[src/rtl/mem_stage.sv]
// MEM pipeline stage: issues loads/stores on a req/ack data bus, stalls the pipeline until
// the access completes, formats load data and flags misaligned addresses.
module mem_stage #(
    parameter logic [7:0] OP_LB  = 8'hE0,
    parameter logic [7:0] OP_LBU = 8'hE4,
    parameter logic [7:0] OP_LH  = 8'hE1,
    parameter logic [7:0] OP_LHU = 8'hE5,
    parameter logic [7:0] OP_LW  = 8'hE3,
    parameter logic [7:0] OP_SB  = 8'hE8,
    parameter logic [7:0] OP_SH  = 8'hE9,
    parameter logic [7:0] OP_SW  = 8'hEB
) (
    input  logic        clk,
    input  logic        rst,
    input  logic [4:0]  wd_i,
    input  logic        wreg_i,
    input  logic [31:0] wdata_i,
    input  logic [7:0]  aluop_i,
    input  logic [31:0] mem_addr_i,
    input  logic [31:0] reg2_i,
    input  logic [31:0] pc_i,
    input  logic        stall_hold,
    input  logic [31:0] dbus_rdata,
    input  logic        dbus_ack,
    output logic        dbus_req,
    output logic        dbus_we,
    output logic [31:0] dbus_addr,
    output logic [3:0]  dbus_sel,
    output logic [31:0] dbus_wdata,
    output logic [4:0]  wd_o,
    output logic        wreg_o,
    output logic [31:0] wdata_o,
    output logic [31:0] pc_o,
    output logic        stallreq,
    output logic        exc_adel,
    output logic        exc_ades,
    output logic [31:0] bad_vaddr
);

    typedef enum logic [1:0] {IDLE, REQ, DONE} state_e;

    state_e      state_q;
    logic        dbus_req_q, dbus_we_q;
    logic [31:0] dbus_addr_q, dbus_wdata_q, rdata_q;
    logic [3:0]  dbus_sel_q;

    logic        is_load, is_store, is_mem, is_byte, is_half, is_signed, misaligned;
    logic [1:0]  offset;
    logic [3:0]  sel_d;
    logic [31:0] bus_wdata_d, load_data;
    logic [7:0]  lane_b;
    logic [15:0] lane_h;

    assign offset = mem_addr_i[1:0];

    // NOTE: every signal assigned in an always_comb gets a default first, so no path infers a latch.
    always_comb begin
        is_load   = 1'b0;
        is_store  = 1'b0;
        is_byte   = 1'b0;
        is_half   = 1'b0;
        is_signed = 1'b0;
        case (aluop_i)
            OP_LB:   begin is_load  = 1'b1; is_byte = 1'b1; is_signed = 1'b1; end
            OP_LBU:  begin is_load  = 1'b1; is_byte = 1'b1; end
            OP_LH:   begin is_load  = 1'b1; is_half = 1'b1; is_signed = 1'b1; end
            OP_LHU:  begin is_load  = 1'b1; is_half = 1'b1; end
            OP_LW:   is_load  = 1'b1;
            OP_SB:   begin is_store = 1'b1; is_byte = 1'b1; end
            OP_SH:   begin is_store = 1'b1; is_half = 1'b1; end
            OP_SW:   is_store = 1'b1;
            default: ;
        endcase
    end

    assign is_mem     = is_load | is_store;
    assign misaligned = (is_half & offset[0]) | (is_mem & ~is_byte & ~is_half & (offset != 2'b00));

    always_comb begin
        sel_d       = 4'b1111;
        bus_wdata_d = reg2_i;
        if (is_byte) begin
            sel_d       = 4'b1000 >> offset;
            bus_wdata_d = {4{reg2_i[7:0]}};
        end else if (is_half) begin
            sel_d       = offset[1] ? 4'b0011 : 4'b1100;
            bus_wdata_d = {2{reg2_i[15:0]}};
        end
    end

    // Big-endian lanes: byte offset 0 is the most significant byte of the word.
    always_comb begin
        case (offset)
            2'd0:    lane_b = rdata_q[31:24];
            2'd1:    lane_b = rdata_q[23:16];
            2'd2:    lane_b = rdata_q[15:8];
            default: lane_b = rdata_q[7:0];
        endcase
        lane_h = offset[1] ? rdata_q[15:0] : rdata_q[31:16];
        if (is_byte)
            load_data = {{24{is_signed & lane_b[7]}}, lane_b};
        else if (is_half)
            load_data = {{16{is_signed & lane_h[15]}}, lane_h};
        else
            load_data = rdata_q;
    end

    logic        stall_c, wreg_c, adel_c, ades_c;
    logic [31:0] wdata_c, bad_c;

    always_comb begin
        stall_c = 1'b0;
        wreg_c  = wreg_i;
        wdata_c = wdata_i;
        adel_c  = 1'b0;
        ades_c  = 1'b0;
        bad_c   = '0;
        case (state_q)
            IDLE: if (is_mem) begin
                wreg_c = 1'b0;
                if (misaligned) begin
                    adel_c = is_load;
                    ades_c = is_store;
                    bad_c  = mem_addr_i;
                end else begin
                    stall_c = 1'b1;
                end
            end
            REQ: begin
                stall_c = 1'b1;
                wreg_c  = 1'b0;
            end
            DONE: begin
                if (is_store)
                    wreg_c = 1'b0;
                else if (is_load)
                    wdata_c = load_data;
            end
            default: ;
        endcase
    end

    // NOTE: sequential state uses non-blocking assignments so every register samples pre-edge values.
    always_ff @(posedge clk or negedge rst) begin
        if (!rst) begin
            state_q      <= IDLE;
            dbus_req_q   <= 1'b0;
            dbus_we_q    <= 1'b0;
            dbus_addr_q  <= '0;
            dbus_sel_q   <= '0;
            dbus_wdata_q <= '0;
            rdata_q      <= '0;
        end else begin
            case (state_q)
                IDLE: if (is_mem && !misaligned) begin
                    dbus_req_q   <= 1'b1;
                    dbus_we_q    <= is_store;
                    dbus_addr_q  <= {mem_addr_i[31:2], 2'b00};
                    dbus_sel_q   <= sel_d;
                    dbus_wdata_q <= bus_wdata_d;
                    state_q      <= REQ;
                end
                REQ: if (dbus_ack) begin
                    rdata_q    <= dbus_rdata;
                    dbus_req_q <= 1'b0;
                    dbus_we_q  <= 1'b0;
                    state_q    <= DONE;
                end
                DONE: if (!stall_hold) state_q <= IDLE;
                default: state_q <= IDLE;
            endcase
        end
    end

    assign dbus_req   = dbus_req_q;
    assign dbus_we    = dbus_we_q;
    assign dbus_addr  = dbus_addr_q;
    assign dbus_sel   = dbus_sel_q;
    assign dbus_wdata = dbus_wdata_q;

    // Combinational outputs are forced low while reset is held.
    assign stallreq  = rst & stall_c;
    assign wd_o      = rst ? wd_i : '0;
    assign wreg_o    = rst & wreg_c;
    assign wdata_o   = rst ? wdata_c : '0;
    assign pc_o      = rst ? pc_i : '0;
    assign exc_adel  = rst & adel_c;
    assign exc_ades  = rst & ades_c;
    assign bad_vaddr = rst ? bad_c : '0;

endmodule

[config.mk]
export PLATFORM = sky130hd
export DESIGN_NAME = mem_stage
export DESIGN_NICKNAME = d
export VERILOG_FILES = /design/src/rtl/mem_stage.sv
export SDC_FILE = /design/constraint.sdc
export NUM_CORES = 1
export LEC_CHECK = 0
export CAP_MARGIN = 10
export CORE_ASPECT_RATIO = 0.5
export CORE_UTILIZATION = 30
export CTS_CLUSTER_DIAMETER = 60
export CTS_CLUSTER_SIZE = 30
export DETAILED_ROUTE_END_ITERATION = 7
export GPL_TIMING_DRIVEN = 0
export PLACE_DENSITY = 0.69
export SYNTH_ARGS = -nofsm -noshare
export SYNTH_HDL_FRONTEND = slang
export SYNTH_SLANG_ARGS = --single-unit
[constraint.sdc]
create_clock -name clk -period 3.3 [get_ports clk]
set_input_delay 0.99 -clock clk [delete_from_list [all_inputs] [get_ports clk]]
set_output_delay 0.99 -clock clk [all_outputs]
set_load 0.01 [all_outputs]
==> summary.txt <==
Status
  – Outcome: finished with violations
  – Violated checks: negative setup slack

STA
  – Pins over their slew limit: 0
  – RSZ-0062 raised after global routing: true
  – Slew HR: 48.0%
  – Slack of the critical path: -0.355 ns
  – Final Setup Violations: 53
  – Final min period: 3.66 ns
  – Final Hold Viols: 0
  – Period utilization: 111%
  – Fin Clk Skew: 0.00738 ns
  – Fmax: 274 MHz
  – Worst-Margin Slew: 0.781 ns

Setup path
  – Crit path DAT: 2.67 ns
  – Startpoint Class: primary input
  – Critical path class: primary input to output port
  – Worst Setup End Kind: output port
  – Reg-to-Reg Start: state_q[0]
  – CP required: 2.31 ns
  – R2R cell count: 5
  – Maximum fanout along the worst path: 4
  – Crit path from: mem_addr_i[0]

Logic synthesis
  – Synth cell types: 53
  – Syn Inst Count: 527
  – Syn Std Cell Area: 0.00585 mm²
  – Biggest area consumer among synthesized cells: dfrtp_1
  – Avg Cell Area, Syn: 11.1 µm²
  – Synth async-reset ratio: 100%
  – Syn. warnings: 0
  – Synthesized flop and latch total: 102
  – Top post-synthesis cells by area: dfrtp_1 44%, mux2_2 22%, and2_1 7.3%, mux4_2 3.1%, nor2_1 2.6%
  – Top-area cell type share of the netlist area: 43.6%
  – Post-synth EDFFs: 0
  – Post-synthesis sequential area ratio: 43.6%
  – Top FF cell, synth: dfrtp_1

Placement
  – Number of I/O port buffers: 346
  – Final GP Congestion: 0.920
  – Placed Cells: 1134
  – Final HPWL DP: 18700 µm
  – Placed inst area: 0.00993 mm²

Detailed routing
  – WL final: 25500 µm
  – DRC: 0
  – Routed len/inst: 21.2 µm
  – 1st-iter DRT viols: 393
  – Pre-Repair DR Iteration Count: 5
  – Number of nets with antenna violations after routing: 0
  – Vias: 6023
  – Vias/cell: 5.01

Power
  – Power Dens Cells: 419 mW/mm²
  – Lkg Pwr: 4.79 nW
  – Worst IR drop on VDD: 0.277 mV

Global route
  – GRT Util Overall: 24.4%
  – Vias in the first global route: 5867
  – Antenna violations before repair: 0
  – Largest net degree at the start of global routing: 32
  – Gr busiest metal: met2
  – First-pass GRT wire length: 36200 µm
  – Grt total ovfl: 0
  – Met2 Use GR: 43.1%
  – Met3 usage: 5.25%
  – Met1 usage: 30.2%

Floorplanning
  – Core Rows: 35
  – Num ports: 353
  – Chip width: 199 µm
  – Initial Utilization: 31.2%
  – Die ar.: 0.0201 mm²
  – Core area: 0.0187 mm²
  – DIE HEIGHT: 101 µm

Clock tree
  – Max clock buf depth: 2
  – Sink Count: 102
  – Root Driver: clkbuf_16
  – Hold Buf Count CTS: 0
  – Clk slew on worst S/H paths: 0.07 ns
  – H-tree depth: 3
  – CTS buffer count: 9
  – CTS tree: built
  – Worst-skew pair later-pin latency: 0.36 ns

Run
  – Max cap viols: 0

Finish
  – Non-Filler Instances: 1201
  – Layout cells sized above 1: 37.6%
  – Area delta synth->final: 90.8%
  – Fill count: 1568
  – Final instance area: 0.0112 mm²
  – Nets: 1115
  – Antenna cells: 0

Min path
  – Worst min-delay path class: primary input to async pin
[final cells by class]
| type | instances | area [µm²] | share of cell area [%] |
|---|---|---|---|
| repair buffers | 398 | 3890 | 34.9 |
| clock inverters | 7 | 66.3 | 0.594 |
| flip-flops and latches | 102 | 2550 | 22.9 |
| well taps | 259 | 324 | 2.90 |
| inverters | 6 | 23.8 | 0.213 |
| clock buffers | 9 | 225 | 2.02 |
| plain buffers | 42 | 414 | 3.71 |
| multi-input cells | 378 | 3660 | 32.8 |
[cell usage in the layout (no fill, tap or decap), types with 3 or more instances in the layout]
master           instances
a21oi_1                  3
a32o_1                   5
and2_1                  67
buf_12                   5
buf_2                   28
buf_4                   32
buf_6                   41
buf_8                    6
bufbuf_16                3
clkbuf_1                 6
clkbuf_16               13
clkbuf_2                28
clkbuf_8                 7
clkdlybuf4s50_1        271
dfrtp_1                102
inv_1                    5
mux2_2                 115
mux2i_1                  9
mux4_2                   8
nand2_1                 14
nand2b_1                 8
nor2_1                  39
nor4_1                   3
nor4_2                   3
o21ai_0                 22
o21ai_1                  5
o22ai_2                  4
o22ai_4                  3
o2bb2ai_2                4
o2bb2ai_4               11
o32ai_4                  4
[per-layer routing]
layer	wire, µm	vias up
li1	-	2724
met1	10500	3024
met2	12800	227
met3	1540	48
met4	639	0
met5	0	-
[path summary, 6_finish.rpt]
check | endpoint | slack [ns]
setup / recovery | wdata_o[21] | -0.36
hold / removal | dbus_wdata[0] | 0.46
setup reg to reg | dbus_wdata[12] | 1.22
hold reg to reg | dbus_req | 0.50
max in group asynchronous | dbus_wdata[22] | 2.35
min in group clk | dbus_req | 0.50
[through the flow]
stage               power [mW]  hold slack (ns)  utilization [%]  setup slack [ns]  TNS [ns]
CTS                       4.64            0.434             58.8            -0.393     -6.73
global route              4.89            0.439             59.5            -0.379    -10.93
floorplan                 2.50            0.497                -         0.0000213         0
finish                    4.67            0.457             59.5            -0.355     -8.22
detailed placement        3.48            0.482             53.0             -1.51   -119.50
global placement          3.45            0.468             52.8             -5.33   -810.26
[worst max-delay path: stages]
cell       delay [ns]
buf_12           0.11
mux4_2           0.38
nand3_4          0.08
a2111o_2         0.54
clkbuf_16        0.20
buf_12           0.12
o2bb2ai_4        0.11
buf_6            0.12
[sequential cells by signal (all words and copies together), names as in the netlist]
register	flops
dbus_addr	30
dbus_req	1
dbus_sel	4
dbus_wdata	32
dbus_we	1
rdata_q	32
state_q	2
[synth_stat cells, drive strengths merged, types with 2 or more instances]
library cell	number
a21oi	4
mux2	115
o31ai	2
nor3	2
nand3b	2
o21ai	28
o22ai	7
o2bb2ai	17
and2	68
nor4	6
dfrtp	102
nand2	16
a32o	6
nor2b	2
buf	17
mux2i	9
inv	5
a2111o	2
clkbuf	25
nand2b	9
nor2	41
mux4	8
o21a	2
a22o	2
o32ai	6
a221oi	2
a2111oi	2
nand3	2
[power by group]
group / internal [mW] / leakage, nW / switching (mW)
registers: 1.58 / 1.29 / 0.305
logic: 1.08 / 3.36 / 0.654
clock network: 0.529 / 0.141 / 0.524
[what timing repair did]
action | CTS | global route
endpoints found under the setup margin | 105 | 67
buffers inserted | 36 | 7
gates cloned | 6 | 2
pin swaps | 32 | 19
resized for setup | 377 | 74
[kinds of logic after synthesis]
kind of cell	synth area share (%)
buffers and inverters	3.57
muxes	26.8
AOI/OAI and AO/OA	11.5
other	0.0641
and+or+nand+nor	14.4
DFF	43.6
No activity file was read; power rests on OpenSTA's default activity.
